`src/rtl/prog_load_ctrl.sv`:
```
// Input-mode program loader: debounced entry/run buttons fill the
// instruction memory, trigger the hazard scan and gate the core.
module prog_load_ctrl #(
  parameter int DEPTH     = 8,
  parameter int AW        = 3,
  parameter int DB_CYCLES = 4
) (
  input  logic          clk,
  input  logic          rst_n,
  input  logic [7:0]    input_val,
  input  logic          but_inp,
  input  logic          but_run,
  input  logic          hz_done,
  output logic          mem_we,
  output logic [AW-1:0] mem_addr,
  output logic [7:0]    mem_wdata,
  output logic [AW:0]   load_count,
  output logic          hz_start,
  output logic          cpu_run,
  output logic [1:0]    state
);

  typedef enum logic [1:0] {
    LOAD  = 2'd0,
    CHECK = 2'd1,
    READY = 2'd2,
    RUN   = 2'd3
  } st_t;

  localparam int CW = $clog2(DB_CYCLES + 1);

  logic [1:0] btn;
  logic [1:0] press;

  assign btn = {but_run, but_inp};

  // bit 0 = entry button, bit 1 = run button
  for (genvar i = 0; i < 2; i++) begin : g_db
    logic          s1;
    logic          s2;
    logic          lvl;
    logic          lvl_q;
    logic [CW-1:0] cnt;

    always_ff @(posedge clk or negedge rst_n) begin
      if (!rst_n) begin
        s1    <= 1'b0;
        s2    <= 1'b0;
        lvl   <= 1'b0;
        lvl_q <= 1'b0;
        cnt   <= '0;
      end else begin
        s1    <= btn[i];
        s2    <= s1;
        lvl_q <= lvl;
        if (s2 != lvl) begin
          if (cnt == CW'(DB_CYCLES - 1)) begin
            lvl <= ~lvl;
            cnt <= '0;
          end else begin
            cnt <= cnt + CW'(1);
          end
        end else begin
          cnt <= '0;
        end
      end
    end

    assign press[i] = lvl & ~lvl_q;
  end

  st_t          state_q;
  st_t          state_d;
  logic         wr;
  logic         reload;
  logic [AW-1:0] ptr;

  always_comb begin
    state_d = state_q;
    wr      = 1'b0;
    reload  = 1'b0;
    unique case (state_q)
      LOAD: begin
        if (press[0]) begin
          wr = 1'b1;
          if (ptr == AW'(DEPTH - 1)) state_d = CHECK;
        end
      end
      CHECK: begin
        // hz_done coinciding with the start pulse is stale
        if (hz_done && !hz_start) state_d = READY;
      end
      READY: begin
        if (press[1]) state_d = RUN;
      end
      RUN: begin
        if (press[1]) begin
          state_d = LOAD;
          reload  = 1'b1;
        end
      end
    endcase
  end

  always_ff @(posedge clk or negedge rst_n) begin
    if (!rst_n) begin
      state_q    <= LOAD;
      mem_we     <= 1'b0;
      mem_addr   <= '0;
      mem_wdata  <= '0;
      load_count <= '0;
      hz_start   <= 1'b0;
      cpu_run    <= 1'b0;
      ptr        <= '0;
    end else begin
      state_q  <= state_d;
      mem_we   <= wr;
      hz_start <= (state_q == LOAD) && (state_d == CHECK);
      cpu_run  <= (state_d == RUN);
      if (wr) begin
        mem_addr   <= ptr;
        mem_wdata  <= input_val;
        load_count <= load_count + (AW+1)'(1);
        ptr        <= (ptr == AW'(DEPTH - 1)) ? '0 : ptr + AW'(1);
      end else if (reload) begin
        load_count <= '0;
        ptr        <= '0;
      end
    end
  end

  assign state = state_q;

endmodule
```
`config.mk`:
```
export PLATFORM = sky130hd
export DESIGN_NAME = prog_load_ctrl
export DESIGN_NICKNAME = d
export VERILOG_FILES = /design/src/rtl/prog_load_ctrl.sv
export SDC_FILE = /design/constraint.sdc
export NUM_CORES = 1
export LEC_CHECK = 0
export ABC_AREA = 1
export CORE_UTILIZATION = 44
export CTS_CLUSTER_DIAMETER = 150
export DETAILED_ROUTE_END_ITERATION = 16
export PLACE_DENSITY = 0.86
export RECOVER_POWER = 100
export SETUP_SLACK_MARGIN = 0.5
export SLEW_MARGIN = 0
export SYNTH_ARGS = -nofsm -noshare
export SYNTH_HDL_FRONTEND = slang
export SYNTH_SLANG_ARGS = --single-unit
```
`constraint.sdc`:
```
create_clock -name clk -period 1.1 [get_ports clk]
set_input_delay 0.33 -clock clk [delete_from_list [all_inputs] [get_ports clk]]
set_output_delay 0.33 -clock clk [all_outputs]
set_load 0.005 [all_outputs]
```
# Yosys cells after proc, flatten, opt, wreduce, memory -nomap -nowiden
# Index checks and enable logic that the tools add are counted.
dict set report totals {
  ff_bits 37
  in_bits 13
}
dict set report op_classes {
  add_sub_neg 4
  eq_ne 10
  muxes 19
  n_bitwise 6
  reduce_logical 7
}
# op n
set ops {}
lappend ops {{2-to-1 mux 3 bit} 7}
lappend ops {{2-to-1 mux 2 bit} 5}
lappend ops {{adder 3 x 1 -> 3 bit (second input constant)} 3}
lappend ops {{2-to-1 mux 4 bit} 2}
lappend ops {{case mux 2 bit (4 select lines)} 1}
lappend ops {{equality test 2 bit (second input constant)} 3}
lappend ops {{equality test 3 x 2 -> 1 bit (second input constant)} 2}
lappend ops {{adder 4 x 1 -> 4 bit (second input constant)} 1}
lappend ops {{equality test 2 x 1 -> 1 bit (second input constant)} 2}
lappend ops {{2-to-1 mux 1 bit} 4}
lappend ops {{inverter 1 bit} 4}
lappend ops {{AND reduction 2 bit} 2}
lappend ops {{equality test 3 bit (second input constant)} 1}
lappend ops {{AND 1 bit} 2}
lappend ops {{logical AND 1 bit} 2}
lappend ops {{zero test 2 bit} 1}
lappend ops {{!= test 1 bit} 2}
lappend ops {{nonzero test 2 bit} 1}
lappend ops {{zero test 1 bit} 1}

# Longest topological paths before layout
# Gate-level depths: netlist (run 1).
dict set report depth {
  word_depth 6
  ltp_mapped 6
}

# Least setup slack after synthesis (run 1)
# No wires, ideal clock.
dict set report synth_timing {
  kind {register -> register}
  startpoint {register state_q[1], in the netlist state[1]}
  endpoint {register load_count[1]}
  setup_time_ps 119
  arrival_time_ps 1006
  required_ps 981
  path_slack_ps -24
  stages_incl_launch_ff 6
  period_less_slack_ps 1124
  path_cell_list {dfrtp_1 -> nor2_4 -> nand3_4 -> buf_6 -> nand3_1 -> nand2_1}
}
dict set report synth_between {
  elab_chain_cells 3
  elab_cells_between_ends 6
}
# item line_no
set synth_lines {}
lappend synth_lines {{start, declared} 72} ;# st_t state_q;
lappend synth_lines {{start signal, assigned} 116} ;# state_q <= state_d;
lappend synth_lines {{equality test 2 bit / zero test 2 bit (equally long branches)} 82} ;# unique case (state_q)
lappend synth_lines {{2-to-1 mux 1 bit} 82}
lappend synth_lines {{nonzero test 2 bit (no source line) / 2-to-1 mux 4 bit (equally long branches)} n/a}
lappend synth_lines {{end signal, assigned} 123} ;# load_count <= load_count + (AW+1)'(1);
lappend synth_lines {{end, declared} 17} ;# output logic [AW:0] load_count,
# Parallel ways exist; a longest one is shown, timed or not.
# A chain may end at the register's enable or synchronous reset.

# Worst setup path after layout (run 1)
dict set report layout_timing {
  startpoint {register state_q[0], in the netlist state[0]}
  endpoint {register load_count[1]}
}
# The elaborated chain is that of the path after synthesis.

==> results_dict.tcl, run 1 <==
set metrics [dict create \
    nets 235 \
    reg2reg_depth 6 \
    ant_nets 0 \
    area_delta_synth_final_pct 52.6 \
    crit_arrival_ns 1.60 \
    layout_common_cells "nand2_1 (34), dfrtp_1 (34), buf_4 (20)" \
    ctsRootBufferMaster "clkbuf_4" \
    ys_ff_latch 37 \
    path_delay_family "simple AND/OR/NAND/NOR gates" \
    yosysWarnings 0 \
    max-slew-margin-rel_pct 67.5 \
    die_w_um 60.6 \
    cts_tree "built" \
    setup_ws_ns -0.261 \
    portBuffers 32 \
    top_layer "met4" \
    stdcell_area_um2 2300 \
    finalNonFillerCells 262 \
    grt_pass1_vias 1290 \
    final.period_utilization_pct 124 \
    grt_max_degree 38 \
    wl_met3_um 219 \
    drc 0 \
    violations "setup timing" \
    htreeDepth 2 \
    critPathSlowestCell "dfrtp_2" \
    end_kind "register" \
    report.final.slew_viol_count 0 \
    wl_met1_um 1340 \
    start_util_pct 47.9 \
    clock_sinks 37 \
    period_needed_ns 1.36 \
    die_area_um2 3670 \
    ios 33 \
    hold_path.class "register to register" \
    cp_num_cells 6 \
    clock_skew_ns 0.0169 \
    cts_buffers 5 \
    fp.dieH_um 60.6 \
    clk_pin_slew_worst_paths_ns 0.12 \
    dp_hpwl_um 2120 \
    routed_wl_um 3730 \
    status "complete, but fails checks" \
    firstDrtPassIters 4 \
    fmax_mhz 735 \
    rows 20 \
    worst-path-buf-inv 2 \
    crit_path_max_incr_delay_ns 0.43 \
    gp_congestion 0.688 \
    whs_path_depth 0 \
    track_usage_pct 21.3 \
    dr_wl_met2_um 2050 \
    synth-seq-area-share_pct 61.3 \
    dp.cells 232 \
    placed_area_um2 2000 \
    clockBufferDepth 2 \
    synthesis.instances 147 \
    leakage_nw 1.18 \
    viasPerCell 4.87 \
    grt_pass1_wl_um 5420 \
    startpoint_type "register" \
    syn_area_um2 1510 \
    clk_latency_ns 0.35 \
    synth_fp_nets 165 \
    gr-total-overflow 0 \
    hold_viol_final 0 \
    diodes 0 \
    powerDensity_nw_per_um2 2410 \
    ir_drop_mv 1.25 \
    wl_per_cell_um 14.2 \
    rsz0062_at_grt "yes" \
    worst_pin_slew_ns 0.488 \
    grt_antenna_before_repair 0 \
    setup_viol 42 \
    vias 1276 \
    drv_cap 0 \
    critPathMaxFanout 6 \
    finalPower_mw 5.56 \
    first_iter_violations 22 \
    holdBufCountCts 0 \
    yosysUniqueCellTypes 20 \
    required_ns 1.34 \
    path_class "register to register" \
    worstPathCellList "buf_6 > nor2_4 > nand3_4 > clkbuf_16 > nand3_2 > nand2_1" \
    avgSynthCellArea_um2 10.3 \
    fillCellCount 252 \
    whs_ns 0.336 \
    layout-drive-gt1-share_pct 48.2 \
    core_area_um2 3150 \
]
-- worst paths after layout --
check,startpoint,to,slack (ns)
worst max-delay path,state[0]$_DFF_PN0_,load_count[1]$_DFFE_PN0P_,-0.26
worst min-delay path,g_db[1].s1$_DFF_PN0_,g_db[1].s2$_DFF_PN0_,0.34
worst max register to register,state[0]$_DFF_PN0_,load_count[1]$_DFFE_PN0P_,-0.26
worst min register to register,g_db[1].s1$_DFF_PN0_,g_db[1].s2$_DFF_PN0_,0.34
max in group asynchronous,rst_n,state[0]$_DFF_PN0_,0.23
min in group asynchronous,rst_n,g_db[0].cnt[2]$_DFF_PN0_,0.50
-- Yosys cell counts --
cell | instances | area [µm²]
dfrtp_1 | 37 | 926
nand3_4 | 1 | 17.5
ha_1 | 5 | 62.6
o21ai_0 | 10 | 50.1
a21oi_1 | 2 | 10.0
nand2_4 | 1 | 11.3
buf_6 | 1 | 11.3
nor2_4 | 1 | 11.3
nand2_1 | 44 | 165
nand3_1 | 7 | 35.0
inv_4 | 1 | 6.26
nand4_1 | 2 | 12.5
inv_1 | 15 | 56.3
o21ai_2 | 1 | 8.76
nor2_1 | 10 | 37.5
nor3_1 | 2 | 10.0
xnor2_1 | 3 | 26.3
nand2_2 | 2 | 12.5
nor2_8 | 1 | 20.0
buf_12 | 1 | 20.0
-- layout make-up --
| class | instances | area (µm²) | area share, % |
|---|---|---|---|
| sequential | 37 | 930 | 40.3 |
| multi-input combinational | 93 | 666 | 28.9 |
| timing repair buffer | 64 | 538 | 23.3 |
| inverter | 16 | 65.1 | 2.82 |
| tap | 44 | 55.1 | 2.39 |
| clock buffer | 6 | 41.3 | 1.79 |
| clock inverter | 2 | 10.0 | 0.434 |
-- metal layers --
| metal | global-route usage [%] | up-vias |
|---|---|---|
| met1 | 21.2 | 611 |
| li1 | - | 608 |
| met5 | 0 | - |
| met3 | 7.89 | 14 |
| met2 | 37.8 | 43 |
| met4 | 12.7 | 0 |
-- repair_timing --
action,4_1_cts,5_1_grt
setup endpoints to repair,53,53
cloned,1,1
resized for setup,98,34
pin swaps,7,15
buffers inserted,12,8
-- state kept, by name, indices dropped and copies added (netlist names), 2 cells and up --
register	cells
mem_wdata	8
ptr	3
load_count	4
g_db.lvl	2
g_db.s1	2
g_db.s2	2
mem_addr	3
g_db.lvl_q	2
g_db.cnt	6
state	2
-- kinds of logic after synthesis --
| group | count (synthesis) | share of synthesized area, % |
|---|---|---|
| simple gates | 71 | 22.0 |
| buf+inv | 18 | 6.21 |
| xor+xnor | 3 | 1.74 |
| compound gates | 13 | 4.56 |
| fa+ha+maj | 5 | 4.14 |
| flops | 37 | 61.3 |
-- power breakdown --
group          total, mW  switching, mW  internal (mW)
Combinational       2.71           1.34           1.38
Clock              0.698          0.455          0.244
Sequential          2.15          0.313           1.84
-- metrics by stage --
stage / setup WS, ns / setup TNS, ns / util [%]
after floorplan: 0.00105 / 0 / -
after global placement: -0.228 / -2.96 / 63.3
after detailed placement: -0.325 / -4.05 / 63.3
after CTS: -0.212 / -5.41 / 67.6
after global routing: -0.321 / -8.76 / 73.1
final: -0.261 / -6.45 / 73.1
Power figures use the tool's default switching activity.
==> run 2: changes to the inputs <==
CORE_ASPECT_RATIO = 0.5   (was not set)
SLEW_MARGIN = not set   (was 0)
==> run 2 against run 1 <==
The flow finishes with violations (DRC, setup timing). Largest power group unchanged. Register-to-register slack improved by 0.02 ns. Critical path depth did not move. Die area rose by 0.38%. Hold slack got worse by 0.023 ns. Largest cell class unchanged.
==> results_dict.tcl, run 2 (synthesized netlist as in run 1, its figures left out) <==
set metrics [dict create \
    power_frac_seq_pct 33.6 \
    path_class "register to register" \
    viasPerCell 5.28 \
    setup_ws_ns -0.238 \
    layout-drive-gt1-share_pct 49.6 \
    max-slew-margin-rel_pct 67.5 \
    start_util_pct 48.2 \
    rsz0062_at_grt "yes" \
    clkPwrFrac_pct 19.2 \
    track_usage_pct 26.1 \
    diodes 0 \
    combPwrFrac_pct 47.2 \
    setup_viol 41 \
    portBuffers 32 \
    fmax_mhz 748 \
    ir_drop_mv 0.971 \
    end_kind "register" \
    grt_pass1_wl_um 6920 \
    period_needed_ns 1.34 \
    status "complete, but fails checks" \
    powerDensity_nw_per_um2 2700 \
    gr-total-overflow 0 \
    clk_latency_ns 0.29 \
    leakage_nw 1.21 \
    drv_cap 0 \
    wl_met3_um 255 \
    clk_pin_slew_worst_paths_ns 0.07 \
    whs_ns 0.313 \
    drc 2 \
    fp.dieH_um 43.4 \
    wl_met1_um 1810 \
    dp_worst_setup_slack_ns -0.312 \
    firstDrtPassIters 10 \
    startpoint_type "register" \
    largest-register "mem_wdata" \
    routed_wl_um 4610 \
    report.final.slew_viol_count 0 \
    core_area_um2 3140 \
    htreeDepth 2 \
    worst_pin_slew_ns 0.488 \
    swShare_pct 36.6 \
    top_layer "met4" \
    clockBufferDepth 2 \
    finalPower_mw 6.38 \
    nets 243 \
    wl_per_cell_um 17.3 \
    first_iter_violations 87 \
    hold_viol_final 0 \
    ant_nets 0 \
    dp_hpwl_um 2210 \
    area_delta_synth_final_pct 56.7 \
    violations "DRC, setup timing" \
    power.internal_mw 4.04 \
    cts_buffers 5 \
    ctsRootBufferMaster "clkbuf_8" \
    hold_path.class "input port to asynchronous set/reset pin" \
    clock_skew_ns 0.0103 \
    grt_antenna_before_repair 0 \
    required_ns 1.29 \
    dr_wl_met2_um 2340 \
    ios 33 \
    vias 1404 \
    gp_congestion 0.748 \
    grt_pass1_vias 1473 \
    clock_sinks 37 \
    die_area_um2 3680 \
    crit_arrival_ns 1.53 \
    critPathMaxFanout 6 \
    cts_tree "built" \
    rows 14 \
    largest_register_ffs 8 \
    grt_max_degree 20 \
    final.period_utilization_pct 122 \
    layout_common_cells "nand2_1 (34), dfrtp_1 (34), buf_4 (27)" \
    die_w_um 84.9 \
    p_sw_mw 2.33 \
    top_regs "mem_wdata: 8 flops, g_db.cnt: 6 flops, load_count: 4 flops" \
]
[run 2: cell count changes in the layout (fill, tap and decap cells not counted), moves of 3 or more]
cell	before	now
buf_4	20	27
clkbuf_2	1	5
clkbuf_4	6	1
clkbuf_8	0	6
o21ai_1	2	5
o21ai_2	8	4
[run 2: routing by layer]
| layer | GRT usage [%] | up-vias |
|---|---|---|
| met3 | 7.81 | 26 |
| met1 | 29.2 | 692 |
| met5 | 0 | - |
| met2 | 48.0 | 62 |
| li1 | - | 624 |
| met4 | 11.9 | 0 |
[run 2: power groups by stage]
stage | sequential [mW] | clock [mW] | combinational (mW)
global placement | 2.15 | 0 | 1.94
detailed placement | 2.19 | 0 | 2.05
finish | 2.14 | 1.23 | 3.01
global route | 2.19 | 1.29 | 3.25
floorplan | 2.22 | 0 | 0.933
CTS | 2.13 | 1.21 | 2.59
[run 2: final timing paths]
kind                                       from                        to  slack (ns)  depth (start not counted)
setup reg to reg             state[0]$_DFF_PN0_  mem_wdata[7]$_DFFE_PN0P_       -0.24                          6
hold / removal                            rst_n   mem_addr[2]$_DFFE_PN0P_        0.31                          2
min in group clk           g_db[0].s1$_DFF_PN0_      g_db[0].s2$_DFF_PN0_        0.36                          0
hold reg to reg            g_db[0].s1$_DFF_PN0_      g_db[0].s2$_DFF_PN0_        0.36                          0
max in group asynchronous                 rst_n   g_db[0].lvl$_DFFE_PN0P_        0.41                          2
setup / recovery             state[0]$_DFF_PN0_  mem_wdata[7]$_DFFE_PN0P_       -0.24                          6
[run 2: per-stage QoR]
step	cell area [µm²]	std cells	util (%)	setup TNS, ns
2_1_floorplan	1550	147	-	0
3_3_place_gp	1990	229	63.4	-3.17
3_5_place_dp	1990	229	63.4	-4.08
4_1_cts	2320	255	74.0	-3.79
5_1_grt	2370	266	75.5	-6.44
6_report	2370	266	75.5	-5.10
[run 2: final cells by class]
type | count | area, µm²
Tap cell | 40 | 50.0
Sequential cell | 37 | 930
Multi-Input combinational cell | 94 | 674
Fill cell | 181 | 769
Clock inverter | 1 | 30.0
Timing Repair Buffer | 71 | 533
Inverter | 16 | 62.6
Clock buffer | 7 | 86.3
[run 2: critical path, stage by stage (launching register included)]
cell     delay (ns)
dfrtp_2        0.42
buf_6          0.13
nor2_4         0.22
nand3_4        0.17
buf_6          0.18
nand2_1        0.06
nand2_1        0.05
[run 2: repair_timing]
action / in CTS / in global routing
setup endpoints to repair: 61 / 53
pin swaps: 21 / 12
resized for setup: 115 / 19
cloned: 4 / 0
setup buffers: 14 / 11
hold endpoints to repair: 0 / 0
hold buffers: 0 / 0
